**config.mk**
```make
export PLATFORM = sky130hd
export DESIGN_NAME = mem_io_bridge
export DESIGN_NICKNAME = d
export VERILOG_FILES = /design/src/rtl/mem_io_bridge.sv
export SDC_FILE = /design/constraint.sdc
export NUM_CORES = 1
export LEC_CHECK = 0
export CORE_MARGIN = 1
export CORE_UTILIZATION = 39
export DETAILED_ROUTE_END_ITERATION = 12
export PLACE_DENSITY = 0.85
export REMOVE_ABC_BUFFERS = 1
export SYNTH_ARGS = -nofsm -noshare
export SYNTH_HDL_FRONTEND = slang
export SYNTH_SLANG_ARGS = --single-unit
```
**constraint.sdc**
```tcl
create_clock -name clk -period 4.6 [get_ports clk]
set_input_delay 0.92 -clock clk [delete_from_list [all_inputs] [get_ports clk]]
set_output_delay 0.92 -clock clk [all_outputs]
set_load 0.005 [all_outputs]
```
**src/rtl/mem_io_bridge.sv**
```systemverilog
// Memory/IO bridge: load/store address decode, memory-mapped LED/switch/button/index window.
// Optional MEMIO_CYCCNT_EN adds a free-running cycle counter readable at IO offset 0x8.
module mem_io_bridge #(
  parameter logic [31:0] IO_BASE  = 32'hFFFFFC60,
  parameter int unsigned LED_W    = 16,
  parameter int unsigned SW_W     = 16,
  parameter int unsigned IDX_W    = 3,
  parameter int unsigned DB_LIMIT = 1000000
) (
  input  logic             clk,
  input  logic             rst,
  input  logic             m_read,
  input  logic             m_write,
  input  logic             io_read,
  input  logic             io_write,
  input  logic [31:0]      addr_in,
  input  logic [31:0]      m_rdata,
  input  logic [31:0]      r_rdata,
  input  logic [SW_W-1:0]  sw_in,
  input  logic             btn_confirm,
  input  logic [IDX_W-1:0] idx_in,
  output logic [31:0]      addr_out,
  output logic [31:0]      r_wdata,
  output logic [31:0]      write_data,
  output logic             mem_we,
  output logic [LED_W-1:0] led_out,
  output logic             led_ctrl,
  output logic             switch_ctrl,
  output logic             io_err
);

  localparam int unsigned      CntW   = $clog2(DB_LIMIT);
  localparam logic [CntW-1:0]  CntMax = CntW'(DB_LIMIT - 1);

  logic [31:0]      offset;
  logic             sel_led, sel_sw, sel_st, sel_idx;
  logic             rd_mapped;
  logic [31:0]      io_rdata;

  logic [SW_W-1:0]  sw_meta_q, sw_sync_q;
  logic [IDX_W-1:0] idx_meta_q, idx_sync_q;
  logic             btn_meta_q, btn_sync_q;
  logic             stable_q, stable_d;
  logic [CntW-1:0]  db_cnt_q, db_cnt_d;
  logic             flag_q, flag_d;
  logic [LED_W-1:0] led_q, led_d;
  logic             err_q, err_d;

  // Memory reads are selected purely by the absence of io_read.
  logic unused_m_read;
  assign unused_m_read = m_read;

  assign offset  = addr_in - IO_BASE;
  assign sel_led = (offset == 32'h0);
  assign sel_sw  = (offset == 32'h2);
  assign sel_st  = (offset == 32'h3);
  assign sel_idx = (offset == 32'h4);

`ifdef MEMIO_CYCCNT_EN
  logic        sel_cyc;
  logic [31:0] cyc_q;

  assign sel_cyc = (offset == 32'h8);

  always_ff @(posedge clk or posedge rst) begin
    if (rst) begin
      cyc_q <= 32'h0;
    end else begin
      cyc_q <= cyc_q + 32'd1;
    end
  end
`endif

  always_comb begin
    io_rdata  = 32'h0;
    rd_mapped = 1'b1;
    if (sel_led) begin
      io_rdata = 32'(led_q);
    end else if (sel_sw) begin
      io_rdata = 32'(sw_sync_q);
    end else if (sel_st) begin
      io_rdata = {31'b0, flag_q};
    end else if (sel_idx) begin
      io_rdata = 32'(idx_sync_q);
`ifdef MEMIO_CYCCNT_EN
    end else if (sel_cyc) begin
      io_rdata = cyc_q;
`endif
    end else begin
      rd_mapped = 1'b0;
    end
  end

  assign addr_out    = addr_in;
  assign mem_we      = m_write;
  assign write_data  = (m_write || io_write) ? r_rdata : 32'h0;
  assign r_wdata     = io_read ? io_rdata : m_rdata;
  assign led_ctrl    = io_write && sel_led;
  assign switch_ctrl = io_read && sel_sw;
  assign led_out     = led_q;
  assign io_err      = err_q;

  // Debounce: stable only follows the synchronised button after DB_LIMIT differing cycles.
  always_comb begin
    stable_d = stable_q;
    db_cnt_d = db_cnt_q;
    if (btn_sync_q == stable_q) begin
      db_cnt_d = '0;
    end else if (db_cnt_q == CntMax) begin
      stable_d = btn_sync_q;
      db_cnt_d = '0;
    end else begin
      db_cnt_d = db_cnt_q + CntW'(1);
    end
  end

  // A set on the same edge as a read-to-clear wins.
  always_comb begin
    flag_d = flag_q;
    if (io_read && sel_st) begin
      flag_d = 1'b0;
    end
    if (stable_d && !stable_q) begin
      flag_d = 1'b1;
    end
  end

  always_comb begin
    led_d = led_q;
    if (io_write && sel_led) begin
      led_d = r_rdata[LED_W-1:0];
    end
  end

  always_comb begin
    err_d = err_q;
    if ((io_read && !rd_mapped) || (io_write && !sel_led)) begin
      err_d = 1'b1;
    end
  end

  always_ff @(posedge clk or posedge rst) begin
    if (rst) begin
      sw_meta_q  <= '0;
      sw_sync_q  <= '0;
      idx_meta_q <= '0;
      idx_sync_q <= '0;
      btn_meta_q <= 1'b0;
      btn_sync_q <= 1'b0;
      stable_q   <= 1'b0;
      db_cnt_q   <= '0;
      flag_q     <= 1'b0;
      led_q      <= '0;
      err_q      <= 1'b0;
    end else begin
      sw_meta_q  <= sw_in;
      sw_sync_q  <= sw_meta_q;
      idx_meta_q <= idx_in;
      idx_sync_q <= idx_meta_q;
      btn_meta_q <= btn_confirm;
      btn_sync_q <= btn_meta_q;
      stable_q   <= stable_d;
      db_cnt_q   <= db_cnt_d;
      flag_q     <= flag_d;
      led_q      <= led_d;
      err_q      <= err_d;
    end
  end

endmodule

```
# Yosys cells after proc, flatten, opt, wreduce, memory -nomap -nowiden
# Cells that the tools add are included.
classes:
  addsub: 2
  eq_ne: 5
  muxes: 16
  reduce_logical: 13
ops:
  columns: ["operator", "n"]
  rows:
  - ["== test 32 x 2 -> 1 bit, second input constant", 2]
  - ["two-way mux 32 bit", 2]
  - ["two-way mux 20 bit", 2]
  - ["== test 32 x 3 -> 1 bit, second input constant", 1]
  - ["zero test 32 bit", 1]
  - ["two-way mux 16 bit", 2]
  - ["subtractor 32 bit, second input constant", 1]
  - ["adder 20 x 1 -> 20 bit, second input constant", 1]
  - ["== test 20 bit, second input constant", 1]
  - ["two-way mux 1 bit", 8]
  - ["logical AND 1 bit", 6]
  - ["two-way mux 3 bit", 2]
  - ["zero test 1 bit", 3]
  - ["logical OR 1 bit", 2]
  - ["nonzero test 2 bit", 1]
  - ["== test 1 bit", 1]
word_totals:
  wordCells: 47
  out_inout_bits: 116
  in_bits: 122
  reg_bits: 79

# Longest topological paths before layout
logic_depth:
  ltp_word: 9
  depth_mapped: 9
  depth_no_buf: 8

# Worst setup path before layout
# Ideal clock, no wire load.
synth_path:
  kind: "input to output"
  from: "input addr_in[7]"
  to: "output r_wdata[10]"
  t_required_ps: 3680
  path_slack_ps: 285
  path_buffers: 2
  t_arrival_ps: 3395
  cell_stages: 9
  path_cell_list: "clkbuf_2 a2111o_1 and3_4 a211o_1 a222oi_1 nand4_2 or4b_4 buf_6 o22ai_1"
synth_via:
  elab_chain_cells: 5
  elab_cells_between_ends: 6
  classes_between: "add/sub (1); eq/ne (1); mux (3); reduce/logical (1)"
synth_lines:
  columns: ["element", "line", "text"]
  rows:
  - ["start: declaration", "16", "input logic [31:0] addr_in,"]
  - ["subtractor 32 bit (*)", "53", "assign offset = addr_in - IO_BASE;"]
  - ["== test 32 x 2 -> 1 bit", "55", "assign sel_sw = (offset == 32'h2);"]
  - ["two-way mux 16 bit", "79", "end else if (sel_sw) begin"]
  - ["two-way mux 16 bit (*)", "77", "if (sel_led) begin"]
  - ["two-way mux 32 bit (*)", "97", "assign r_wdata = io_read ? io_rdata : m_rdata;"]
  - ["end: declaration", "23", "output logic [31:0] r_wdata,"]
# Mark *: on every way between the ends. The rest lies on a longest branch, timed or not.

# Worst setup path in the final report
layout_path:
  from: "input addr_in[6]"
  to: "output r_wdata[0]"
layout_via:
  elab_chain_cells: 7
  elab_cells_between_ends: 10
  classes_between: "add/sub (1); eq/ne (3); mux (5); reduce/logical (1)"
layout_lines:
  columns: ["element", "line", "text"]
  rows:
  - ["subtractor 32 bit (*)", "53", null]
  - ["== test 32 x 3 -> 1 bit", "57", "assign sel_idx = (offset == 32'h4);"]
  - ["two-way mux 3 bit", "83", "end else if (sel_idx) begin"]
  - ["two-way mux 3 bit", "81", "end else if (sel_st) begin"]
  - ["two-way mux 16 bit", "79", null]
  - ["two-way mux 16 bit (*)", "77", null]
  - ["two-way mux 32 bit (*)", "97", null]
# Marked as above.

==> out/results.txt <==
The flow ran to the end, but the final reports show violations. The checks that failed: negative setup slack. The worst pin sits at a relative slew slack of 15.9%. The worst hold path class is reg2reg.

For hold timing, the worst endpoint is sw_sync_q[4]$_DFF_PP0_. The floorplan has 38 rows. Cells with a size suffix above 1 make up 24.2% of the layout. The worst hold path passes through 0 cells. For this run, the post-layout net count is 826. The tree built by TritonCTS fans out to 79 sinks. Setup slack on the worst reg-to-reg path comes out at 2.65 ns. Measured in cells, the most critical reg-to-reg path has a length of 7. Prior to clock tree synthesis, the placed netlist has a worst setup slack of -0.889 ns. Post-synthesis cell type with the largest combined area: sky130_fd_sc_hd__dfrtp_1. Counting flops and latches in the post-synthesis netlist gives 79.

The tools report the maximum clock insertion buffer count as 2. In this run, distinct cell masters in the synthesized netlist total 52. In the routed layout, each cell is associated on average with a via count of 5.14. The arrival time of the worst setup path is 3.70 ns. The leakage power came out at 3.26 nW. The H-tree generated during clock tree synthesis spans 3 levels. STA classifies the critical path startpoint as a primary input. The first detailed-routing pass ran for 4 iterations. The worst register-to-register path begins at db_cnt_q[0]$_DFF_PP0_.

For the maximum clock rate, the log shows 216 MHz. Tightest hold margin: 0.342 ns. Yosys synthesis warning count: 0. The source-to-sink clock delay at the later pin of the worst-skew pair came out at 0.36 ns. STA classifies the critical path endpoint as a primary output. In this run the power density over the cells is 215 nW/µm².

Global routing used 26.2% of the available tracks across all layers. The final-report max-slew violation count came out at 0. The final-report hold violation count is 0, and the clock-pin slew of the registers on the worst-case setup and hold paths is 0.08 ns. After layout, the minimum clock period comes to 4.62 ns.

The logs give 10.8 mm for the estimated wirelength of the detail-placed design and 9 for the CTS buffer count. By area the synthesized netlist is led by sky130_fd_sc_hd__dfrtp_1 46%, sky130_fd_sc_hd__nor2b_1 7.5%, sky130_fd_sc_hd__buf_4 5.7%. In this run, synthesis inferred 0 flip-flops with an integrated enable. The design draws 1.60 mW. Once detail routing completed, the nets flagged for antenna violations numbered 0.

The via count of the first global-routing pass is 4,457, and the area share of the largest cell type after synthesis is 45.8%. The run gives 0.838 as the routability congestion estimate. The die is 107 µm wide. From bottom edge to top edge, the die measures 107 µm. In the synthesized netlist the async set-or-reset flop fraction comes to 100%. The routed wire length is 15.1 mm, and the required arrival time at the worst endpoint is 3.68 ns. The number of antenna violations at the first check in global routing is 0.

The worst hold path begins at sw_meta_q[4]$_DFF_PP0_. The area inside the core boundary was 10,800 µm². The most used flip-flop cell after synthesis is sky130_fd_sc_hd__dfrtp_1.

The detailed router finished its first iteration with 256 violations. The number of antenna diodes in the final layout is 0. The destination of the worst register-to-register timing path is db_cnt_q[18]$_DFF_PP0_. The count of buffers added on input and output ports is 236. The tree is rooted in a sky130_fd_sc_hd__clkbuf_8.

Setup violations remaining at the end of the flow were counted as 2. Class of the most critical setup path: in2out. The first-pass GRT wire length was 22.7 mm.

The cell area after synthesis came out at 4320 µm². The tools report the worst setup margin as -0.0207 ns. TritonCTS built the clock tree.

VDD sags by at most 0.000270 V. Final routed DRC violation total: 0. The die covers 11,500 µm².

After clock tree synthesis, the flow added hold-fix buffers numbering 0. The total overflow left after global routing is 0. The routed length per instance was 17.8 µm; the synthesized area divided by synthesized cell count was 10.1 µm². The clock arrives with 0.00890 ns of skew. Setup repair after global routing could not meet its margin everywhere. The share of the Yosys chip area taken by registers is 45.8%. The largest fanout of any net on the critical path came out at 3.

The synthesized instance count was 429. Summing over every cut layer, the via total after detailed routing is 4,351. The period utilization works out to 100%. During I/O placement, the number of pins put on the boundary was 238. For this configuration, the core starts out at a cell density of 40.0%. Actual slew at the worst max-slew pin: 1.26 ns. The tools report the number of maximum-capacitance constraint violations as 0. Pin count of the biggest net entering global routing: 47. From synthesis to final layout, the design area changed by 72.4%.
[area by class of cell]
| type | instances | area [µm²] |
|---|---|---|
| Tap cell | 140 | 175 |
| Inverter | 19 | 71.3 |
| Multi-Input combinational cell | 283 | 2170 |
| Clock buffer | 12 | 155 |
| Fill cell | 787 | 3350 |
| Sequential cell | 79 | 1980 |
| Clock inverter | 3 | 42.5 |
| Timing Repair Buffer | 310 | 2850 |
[what timing repair did]
action | in CTS | in global routing
endpoints found under the hold margin | 0 | 0
pin swaps | 25 | 16
gates cloned | 1 | 0
endpoints found under the setup margin | 18 | 16
gates resized for setup | 147 | 18
setup buffers | 20 | 3
[registers in the layout, summed over array words and instances, names as in the netlist, 3 cells and up]
register	cells
idx_meta_q	3
sw_sync_q	16
led_out	16
db_cnt_q	20
idx_sync_q	3
sw_meta_q	16
[how the worst max path moves through the flow]
stage               startpoint     endpoint  slack [ns]  cells after the start
finish              addr_in[6]   r_wdata[0]       -0.02                     12
detailed placement  addr_in[5]  r_wdata[13]       -0.89                     11
global placement    addr_in[6]  r_wdata[11]       -0.84                     11
CTS                 addr_in[6]  r_wdata[10]       -0.01                     12
global route        addr_in[6]  r_wdata[10]       -0.07                     12
floorplan           addr_in[5]  r_wdata[10]        0.37                      8
[cells in the final DEF (no fill, tap or decap), drive strengths merged, types with 2 or more instances in the layout]
cell type / Yosys / final
nand4: 11 / 11
nand3: 18 / 18
or3: 6 / 6
xor2: 14 / 14
o211ai: 2 / 2
xnor2: 9 / 9
nor4: 8 / 8
o21ai: 8 / 8
or4: 2 / 2
mux2i: 19 / 19
nand2b: 3 / 3
o22ai: 14 / 14
mux2: 20 / 20
clkbuf: 14 / 18
nor3b: 2 / 2
nor2b: 52 / 52
o32ai: 2 / 2
or4b: 1 / 2
ha: 2 / 2
dfrtp: 79 / 79
inv: 19 / 19
a311o: 2 / 2
nor2: 31 / 31
clkdlybuf4s50: 0 / 196
and3: 8 / 8
nor3: 7 / 7
a21oi: 6 / 6
buf: 35 / 93
dlygate4sd2: 0 / 13
and4: 2 / 2
nand2: 13 / 13
nor4b: 2 / 2
a31oi: 2 / 2
[critical path, cell delays in order]
cell and delay, ns:
sky130_fd_sc_hd__buf_8 0.10, sky130_fd_sc_hd__buf_6 0.11, sky130_fd_sc_hd__a2111o_1 0.46, sky130_fd_sc_hd__buf_4 0.17
sky130_fd_sc_hd__nor3b_2 0.16, sky130_fd_sc_hd__mux2i_1 0.21, sky130_fd_sc_hd__nand4_1 0.13, sky130_fd_sc_hd__or3_4 0.42
sky130_fd_sc_hd__buf_4 0.16, sky130_fd_sc_hd__nor3_4 0.19, sky130_fd_sc_hd__mux2_2 0.17, sky130_fd_sc_hd__clkdlybuf4s50_1 0.49
[logic make-up after synthesis]
group	Yosys count	synth area share [%]
and+or+nand+nor	170	22.6
DFF	79	45.8
buffers and inverters	68	9.15
AOI/OAI and AO/OA	48	7.65
muxes	39	9.61
xor gates and xnor gates	23	4.66
adders and majority gates	2	0.579
[power breakdown]
part | internal, mW | leakage (nW) | switching, mW
Clock | 0.277 | 0.0985 | 0.236
Combinational | 0.225 | 2.16 | 0.143
Sequential | 0.714 | 0.998 | 0.00830
Total | 1.22 | 3.26 | 0.386
[per-stage QoR]
stage / utilization (%) / instances / setup TNS, ns / area (µm²)
6_report: 69.0 / 846 / -0.0355 / 7450
5_1_grt: 69.0 / 846 / -0.254 / 7450
4_1_cts: 68.8 / 844 / -0.0111 / 7420
3_5_place_dp: 64.2 / 808 / -13.91 / 6930
3_3_place_gp: 64.2 / 808 / -13.48 / 6930
2_1_floorplan: - / 380 / 0 / 4000
[Yosys cell counts (2+ instances only)]
master,number
sky130_fd_sc_hd__mux2i_1,19
sky130_fd_sc_hd__nor4b_1,2
sky130_fd_sc_hd__or4_1,2
sky130_fd_sc_hd__o21ai_0,8
sky130_fd_sc_hd__nand2b_1,3
sky130_fd_sc_hd__nor3_1,7
sky130_fd_sc_hd__clkbuf_1,13
sky130_fd_sc_hd__a31oi_1,2
sky130_fd_sc_hd__dfrtp_1,79
sky130_fd_sc_hd__xnor2_1,9
sky130_fd_sc_hd__nor2b_1,52
sky130_fd_sc_hd__buf_4,33
sky130_fd_sc_hd__nand2_1,13
sky130_fd_sc_hd__and3_1,7
sky130_fd_sc_hd__or3_1,6
sky130_fd_sc_hd__nor3b_1,2
sky130_fd_sc_hd__and4_1,2
sky130_fd_sc_hd__buf_6,2
sky130_fd_sc_hd__a21oi_1,6
sky130_fd_sc_hd__ha_1,2
sky130_fd_sc_hd__o32ai_1,2
sky130_fd_sc_hd__nand3_1,18
sky130_fd_sc_hd__o211ai_1,2
sky130_fd_sc_hd__inv_1,19
sky130_fd_sc_hd__nor4_1,7
sky130_fd_sc_hd__xor2_1,14
sky130_fd_sc_hd__mux2_2,20
sky130_fd_sc_hd__a311o_1,2
sky130_fd_sc_hd__nand4_1,10
sky130_fd_sc_hd__nor2_1,31
sky130_fd_sc_hd__o22ai_1,14
[metal layers]
metal	track usage, %	share of wire (%)	vias to the layer above
met5	0	0	-
met4	10.4	2.3	0
met3	6.36	7.0	27
met2	47.2	52	220
met1	29.7	39	2092
li1	-	-	2012
Power figures use the tool's default switching activity.
